--- src/rtl/uart_tx_serializer.sv ---
// -----------------------------------------------------------------------------
// uart_tx_serializer
//
// Transmit half of the bfCPU UART path. Bytes written by the IO path (WE
// strobe + DIN) are buffered in a DEPTH-entry FIFO and sent LSB-first on TXD
// as 8N1 frames. When UART_TX_PARITY_EN is defined, an even-parity bit is
// inserted after D7, giving 8E1 frames. The FIFO is popped only at frame start.
// Bit timing comes from the SIO_CE pulse of the baud-rate generator.
//
// Optional feature macro: UART_TX_PARITY_EN (even parity, 11-tick frames).
//
// Parameters
//   DEPTH   FIFO entries, power of two, >= 2
//
// Ports
//   CLK     in   system clock, rising edge
//   RES     in   synchronous active-high reset
//   SIO_CE  in   one-CLK bit-period tick (each high cycle is one tick)
//   WE      in   push strobe
//   DIN     in   [7:0] byte to push
//   CTS_I   in   1 = do not start a new frame
//   FULL    out  FIFO holds DEPTH bytes
//   EMPTY   out  FIFO holds no bytes
//   LEVEL   out  [$clog2(DEPTH):0] FIFO occupancy
//   BUSY    out  serialiser not idle
//   TXD     out  serial line, idle high, registered
// -----------------------------------------------------------------------------
module uart_tx_serializer #(
    parameter int DEPTH = 4
) (
    input  logic                     CLK,
    input  logic                     RES,
    input  logic                     SIO_CE,
    input  logic                     WE,
    input  logic [7:0]               DIN,
    input  logic                     CTS_I,
    output logic                     FULL,
    output logic                     EMPTY,
    output logic [$clog2(DEPTH):0]   LEVEL,
    output logic                     BUSY,
    output logic                     TXD
);

    localparam int AW = $clog2(DEPTH);
    localparam int LW = AW + 1;

`ifdef UART_TX_PARITY_EN
    typedef enum logic [2:0] {
        S_IDLE   = 3'd0,
        S_START  = 3'd1,
        S_DATA   = 3'd2,
        S_PARITY = 3'd3,
        S_STOP   = 3'd4
    } state_e;
`else
    typedef enum logic [2:0] {
        S_IDLE   = 3'd0,
        S_START  = 3'd1,
        S_DATA   = 3'd2,
        S_STOP   = 3'd4
    } state_e;
`endif

    // ------------------------------------------------------------------
    // FIFO
    // ------------------------------------------------------------------
    logic [7:0]    mem_q [DEPTH];
    logic [AW-1:0] wptr_q, wptr_d;
    logic [AW-1:0] rptr_q, rptr_d;
    logic [LW-1:0] level_q, level_d;

    logic full, empty, push, pop, avail;
    logic [7:0] head;

    state_e state_q, state_d;

    assign full  = (level_q == LW'(DEPTH));
    assign empty = (level_q == '0);
    assign head  = mem_q[rptr_q];

    // A dropped write (FULL) is dropped even if a pop frees a slot the
    // same cycle: FULL is the registered view the writer already acted on.
    assign push  = WE && !full;

    // CTS_I only matters at frame start, which is exactly where we pop.
    assign avail = !empty && !CTS_I;
    assign pop   = SIO_CE && avail && ((state_q == S_IDLE) || (state_q == S_STOP));

    always_comb begin
        wptr_d  = wptr_q;
        rptr_d  = rptr_q;
        level_d = level_q;
        if (push) wptr_d = wptr_q + AW'(1);
        if (pop)  rptr_d = rptr_q + AW'(1);
        case ({push, pop})
            2'b10:   level_d = level_q + LW'(1);
            2'b01:   level_d = level_q - LW'(1);
            default: level_d = level_q;
        endcase
    end

    // Storage has no reset; discarding contents on RES is done by the
    // pointers and level returning to zero.
    always_ff @(posedge CLK) begin
        if (push) mem_q[wptr_q] <= DIN;
    end

    always_ff @(posedge CLK) begin
        if (RES) begin
            wptr_q  <= '0;
            rptr_q  <= '0;
            level_q <= '0;
        end else begin
            wptr_q  <= wptr_d;
            rptr_q  <= rptr_d;
            level_q <= level_d;
        end
    end

    // ------------------------------------------------------------------
    // Serialiser FSM
    // ------------------------------------------------------------------
    logic [7:0] shr_q, shr_d;
    logic [2:0] bitcnt_q, bitcnt_d;
    logic       txd_q, txd_d;
`ifdef UART_TX_PARITY_EN
    logic       par_q, par_d;
`endif

    // State register
    always_ff @(posedge CLK) begin
        if (RES) state_q <= S_IDLE;
        else     state_q <= state_d;
    end

    // Next-state logic; nothing moves without a tick
    always_comb begin
        state_d = state_q;
        if (SIO_CE) begin
            case (state_q)
                S_IDLE:   if (pop) state_d = S_START;
                S_START:  state_d = S_DATA;
                S_DATA: begin
                    if (bitcnt_q == 3'd7) begin
`ifdef UART_TX_PARITY_EN
                        state_d = S_PARITY;
`else
                        state_d = S_STOP;
`endif
                    end
                end
`ifdef UART_TX_PARITY_EN
                S_PARITY: state_d = S_STOP;
`endif
                S_STOP:   state_d = pop ? S_START : S_IDLE;
                default:  state_d = S_IDLE;
            endcase
        end
    end

    // Output / datapath logic. TXD is loaded with the value of the bit
    // period that begins at this tick, so the line is glitch-free.
    always_comb begin
        txd_d    = txd_q;
        shr_d    = shr_q;
        bitcnt_d = bitcnt_q;
`ifdef UART_TX_PARITY_EN
        par_d    = par_q;
`endif
        if (SIO_CE) begin
            case (state_q)
                S_IDLE, S_STOP: begin
                    if (pop) begin
                        shr_d    = head;
                        txd_d    = 1'b0;
                        bitcnt_d = 3'd0;
`ifdef UART_TX_PARITY_EN
                        par_d    = ^head;
`endif
                    end else begin
                        txd_d = 1'b1;
                    end
                end
                S_START: begin
                    txd_d = shr_q[0];
                    shr_d = {1'b0, shr_q[7:1]};
                end
                S_DATA: begin
                    if (bitcnt_q != 3'd7) begin
                        txd_d    = shr_q[0];
                        shr_d    = {1'b0, shr_q[7:1]};
                        bitcnt_d = bitcnt_q + 3'd1;
                    end else begin
`ifdef UART_TX_PARITY_EN
                        txd_d = par_q;
`else
                        txd_d = 1'b1;
`endif
                    end
                end
`ifdef UART_TX_PARITY_EN
                S_PARITY: txd_d = 1'b1;
`endif
                default: txd_d = 1'b1;
            endcase
        end
    end

    always_ff @(posedge CLK) begin
        if (RES) begin
            txd_q    <= 1'b1;
            shr_q    <= '0;
            bitcnt_q <= '0;
`ifdef UART_TX_PARITY_EN
            par_q    <= 1'b0;
`endif
        end else begin
            txd_q    <= txd_d;
            shr_q    <= shr_d;
            bitcnt_q <= bitcnt_d;
`ifdef UART_TX_PARITY_EN
            par_q    <= par_d;
`endif
        end
    end

    assign FULL  = full;
    assign EMPTY = empty;
    assign LEVEL = level_q;
    assign BUSY  = (state_q != S_IDLE);
    assign TXD   = txd_q;

endmodule

--- config.mk ---
export PLATFORM = sky130hd
export DESIGN_NAME = uart_tx_serializer
export DESIGN_NICKNAME = d
export VERILOG_FILES = /design/src/rtl/uart_tx_serializer.sv
export SDC_FILE = /design/constraint.sdc
export NUM_CORES = 1
export LEC_CHECK = 0
export CORE_MARGIN = 5
export CORE_UTILIZATION = 44
export CTS_CLUSTER_DIAMETER = 50
export CTS_CLUSTER_SIZE = 20
export DETAILED_ROUTE_END_ITERATION = 7
export GPL_TIMING_DRIVEN = 0
export PLACE_DENSITY = 0.63
export SKIP_CTS_REPAIR_TIMING = 1
export SYNTH_ARGS = -nofsm -noshare
export SYNTH_HDL_FRONTEND = slang
export SYNTH_SLANG_ARGS = --single-unit
--- constraint.sdc ---
create_clock -name CLK -period 2.43 [get_ports CLK]
set_input_delay 0.3645 -clock CLK [delete_from_list [all_inputs] [get_ports CLK]]
set_output_delay 0.3645 -clock CLK [all_outputs]
set_load 0.01 [all_outputs]
Word-level counts from Yosys, hierarchy flattened. Memory sizes are Yosys's and may differ from the RTL's. A register that Yosys moved wholly into a read port is not among the register bits. Cells that the tools add are included.

Register bits after elaboration: 22. RAM bits: 32. Input bits: 13. Output and inout port bits: 7. Word-level logic and storage cells: 61. Memories kept: 1.

Memory list: mem_q (depth 4, width 8, rd ports 1, clocked after memory_dff 1, wr ports 1, line 67) `logic [7:0] mem_q [DEPTH];`.

$add $sub $neg: 5. Equality and inequality tests: 12. Mux-type cells: 18. Reduce and logical (&&, ||, !) cells: 18.

Operators by type and width (count): $pmux 8 s3 (1); $mux 8 (2); $mux 3 (4); $pmux 3 s2 (2); $pmux 3 s4 (1); $eq 3x3->1 const B (3); $ne 2x2->1 const B (4); $reduce_and 4->1 (2); $add 3x1->3 const B (2); $logic_not 3->1 (2); $reduce_bool 3->1 (2); $mux 1 (5); $add 2x1->2 const B (2); $logic_and 1x1->1 (4); $mux 2 (2); $reduce_bool 2->1 (2); $eq 3x1->1 const B (1); $eq 3x2->1 const B (1); $logic_not 1->1 (3); $ne 3x3->1 const B (1); $pmux 1 s3 (1); $reduce_and 3->1 (1); $sub 3x1->3 const B (1); $eq 2x1->1 const B (1); other kinds (3) (3).

Longest topological paths before layout.
Depth in word-level cells: 7. Gate-level depth with buffers: 10. Gate-level depth less buffers: 9.

Least setup slack after synthesis. Ideal clock, no wire load.

Kind: register to register. Start: register level_q[2], in the netlist LEVEL[2]. End: register level_q[2], in the netlist LEVEL[2]. Library setup time: 0.071 ns. Arrival: 2.308 ns. Data required time: 2.359 ns. Slack: 0.052 ns. Stages on the path, launching flop included: 11. Buffers on the path: 1. Clock period less this slack: 2.378 ns. Path through: dfxtp_1 > nor3b_1 > nor2b_1 > clkbuf_1 > inv_1 > ha_1 > inv_1 > fa_1 > xor2_1 > or3_1 > a21oi_1.

Elaborated cells on any way between the ends: 14. Those cells by class: add/sub (2); eq/ne (3); mux (1); reduce/logical (8).

RTL lines: start, declared (line 70) `logic [LW-1:0] level_q, level_d;`; start signal, assigned (line 116) `level_q <= level_d;`; $eq 3x3->1 * (line 77) `assign full = (level_q == LW'(DEPTH));`; via FULL (line 37) `output logic FULL,`; $logic_not 1->1 * (line 83) `assign push = WE && !full;`; $logic_and 1x1->1 * (line 83); $eq 2x1->1 / $eq 2x2->1 (equally long branches) (line 95) `case ({push, pop})`; $pmux 3 s2 / $reduce_bool 2->1 (equally long branches).

Mark *: on every way through the listed nets, which the timed path passes. The rest lies on a longest branch. A chain may end at the register's enable or synchronous reset.

Worst setup path in the final report.
Start: input CTS_I. End: register level_q[2], in the netlist LEVEL[2].

Longest elaborated chain between the ends: 6. Elaborated cells on any way between the ends: 8. Those cells by class: eq/ne (2); mux (1); reduce/logical (5).

RTL lines: start, declared (line 36) `input logic CTS_I,`; $logic_not 1->1 * (line 86) `assign avail = !empty && !CTS_I;`; $logic_and 1x1->1 * (line 86); $logic_and 1x1->1 * (2 in series) (line 87) `assign pop = SIO_CE && avail && ((state_q == S_IDLE) || (state_q == S_STOP));`; via pop (line 72) `logic full, empty, push, pop, avail;`; $eq 2x1->1 / $eq 2x2->1 (equally long branches) (line 95); $pmux 3 s2 / $reduce_bool 2->1 (equally long branches).

Marked as above.

==> flow_summary.toml <==
[worst_setup_path]
startpoint = "CTS_I"
regToRegSetupSlack_ns = 0.20
arrival_ns = 2.58
required_ns = 2.68
cp-end-kind = "flop"
r2r_cells = 8
start_kind = "primary input"
crit_fanout = 3
reg2reg_from = "state_q[1]$_SDFFE_PP0P_"
crit_end = "LEVEL[2]$_SDFFE_PP0P_"
critPathKind = "in -> reg"
rr_endpoint = "LEVEL[2]$_SDFFE_PP0P_"

[drt]
wl_um = 4070
vias_per_cell = 5.10
drtPass1Iterations = 4
vias = 1479
post_drt_wl_per_cell_um = 14.0
final_antenna_net_count = 0
drt_iter0_drc = 94
drc = 0

[die]
design.core.area_um2 = 5410
io_pins = 20
start_util = 0.445
rows = 27
fp.dieW_um = 83.9
die-area_um2 = 7040
die_h_um = 83.9

[global_routing]
antenna_found_initial = 0
grt-ovfl-total = 0
grtUsageTotal = 0.123
grt_max_degree = 20
grt_pass1_vias = 1428
grt_pass1_wl_um = 6800

[sta]
finalCritPeriodShare = 0.958
worst_pin_slew_ns = 0.706
setup_viol = 0
fin_skew_ns = 0.0103
setup_tns_ns = 0
hold_viol = 0
slew_headroom = 0.523
min_period_ns = 2.33
rsz0062_at_grt = "yes"
slew_violations = 0
fmax_mhz = 430

[logic_synthesis]
seq_area_frac_synth = 0.599
yosysTopAreaCell = "edfxtp_1"
avgSynthCellArea_um2 = 12.9
ys_warn_count = 0
async_flop_share = 0
synth_area_leaders = "edfxtp_1 40%, dfxtp_1 20%, mux4_2 7.5%"
synth_nets = 207
synth_ff_type = "edfxtp_1"
netlist_top_cells_count = "32 x edfxtp_1, 24 x dfxtp_1, 23 x nand2_1"
synth_edf_count = 32
synth-seq-cells = 56
yosysMostFrequentCell = "edfxtp_1"
yosysTopAreaCellShare = 0.400
synth.distinct_cells = 39
netlist_instances = 186
syn-cell-area_um2 = 2400

[cts]
clockBufferDepth = 2
insertion_delay_ns = 0.31
clk_pin_slew_ns = 0.10
root_buffer = "clkbuf_8"
cts_buffers = 5
htreeDepth = 2
cts_tree = "built"
clock-sinks = 56

[placement]
dp_hpwl_um = 2790
io_buffers = 19
gp_congestion = 0.707

[layout]
drive_above_1_share = 0.170
n_antenna_cell = 0
area_delta_synth_final_pct = 17.7
nNetsFinal = 238
fin_util = 0.524

[power_and_ir_drop]
p_leak_nw = 1.00
p_per_area_nw_per_um2 = 745
ir_worst_vdd_v = 0.000460

[min_path]
worstHoldStart = "bitcnt_q[1]$_SDFFE_PP0P_"
hold_path_class = "reg -> reg"

[flow_run]
maxCapViolations = 0

[outcome]
status = "completed"
==> logic make-up (layout without fill, tap and decap cells) <==
kind of cell | Yosys count | after routing | synth area share
muxes | 12 | 12 | 0.0916
adders and majority gates | 8 | 8 | 0.0447
and+or+nand+nor | 53 | 53 | 0.113
AOI/OAI and AO/OA | 33 | 33 | 0.0978
buffers and inverters | 19 | 51 | 0.0354
xor gates and xnor gates | 5 | 5 | 0.0182
DFF | 56 | 56 | 0.599
==> critical path, cell delays in order <==
cell and delay [ns]:
clkdlybuf4s50_1 0.40, or3b_4 0.42, nor3_4 0.23, ha_2 0.21
inv_1 0.05, fa_2 0.33, xor2_1 0.15, or3_1 0.30
a21oi_1 0.12
==> state kept, by name, indices dropped and copies added, names as in the netlist, named ones only <==
name	cells
mem_q	32
TXD	1
state_q	3
rptr_q	2
wptr_q	2
LEVEL	3
shr_q	8
bitcnt_q	3
==> how the worst min path moves through the flow <==
stage                                to  slack, ns  depth (start not counted)
3_3_place_gp   bitcnt_q[1]$_SDFFE_PP0P_       0.45                          2
3_5_place_dp   bitcnt_q[2]$_SDFFE_PP0P_       0.46                          2
2_1_floorplan  bitcnt_q[1]$_SDFFE_PP0P_       0.44                          2
5_1_grt        bitcnt_q[2]$_SDFFE_PP0P_       0.50                          2
6_report       bitcnt_q[1]$_SDFFE_PP0P_       0.47                          2
4_1_cts        bitcnt_q[2]$_SDFFE_PP0P_       0.48                          2
==> through the flow <==
step	cell area [um2]	std cells	hold WS (ns)	total power [mW]	worst slack, ns
6_report	2830	290	0.468	2.11	0.102
3_3_place_gp	2690	277	0.448	1.59	-0.524
4_1_cts	2780	285	0.475	2.12	-0.213
2_1_floorplan	2400	186	0.438	1.45	0.0518
3_5_place_dp	2690	277	0.459	1.59	-0.547
5_1_grt	2830	290	0.499	2.24	-0.0245
==> area by class of cell <==
cell class	instances	area, um2
plain buffers	10	51.3
clock inverters	3	26.3
fillers	497	2570
repair buffers	24	230
well taps	72	90.1
clock buffers	5	68.8
flip-flops and latches	56	1440
multi-input cells	111	888
inverters	9	33.8
==> where the power goes <==
group          leakage [nW]  switching (mW)  total [mW]  internal [mW]
Combinational         0.466           0.228       0.453          0.225
Clock                0.0491           0.309       0.521          0.213
Sequential            0.490          0.0511        1.14           1.08
==> metal layers <==
| layer | GRT usage | part of all wire | vias to the layer above |
|---|---|---|---|
| met5 | 0 | 0 | - |
| met4 | 0.0468 | 0.014 | 0 |
| met3 | 0.0385 | 0.042 | 5 |
| met2 | 0.201 | 0.49 | 28 |
| met1 | 0.151 | 0.45 | 708 |
| li1 | - | - | 738 |
==> cell usage in the layout (no fill, tap or decap), types with 2 or more instances in the layout <==
cell type | Yosys | layout
buf_4 | 1 | 6
nand2_1 | 23 | 23
mux2i_1 | 4 | 4
nor2_1 | 14 | 14
and2_1 | 5 | 5
dfxtp_1 | 24 | 23
a21oi_1 | 12 | 12
mux4_2 | 8 | 8
a311oi_1 | 7 | 7
o21ai_0 | 4 | 4
ha_1 | 7 | 6
edfxtp_1 | 32 | 32
clkbuf_8 | 0 | 5
clkdlybuf4s50_1 | 0 | 18
inv_1 | 9 | 9
clkbuf_1 | 5 | 5
o31ai_1 | 2 | 2
xor2_1 | 2 | 2
nor3_4 | 2 | 2
xnor2_1 | 3 | 3
inv_6 | 0 | 2
o21a_1 | 2 | 2
Note: power is estimated with default switching activity, not from simulation.
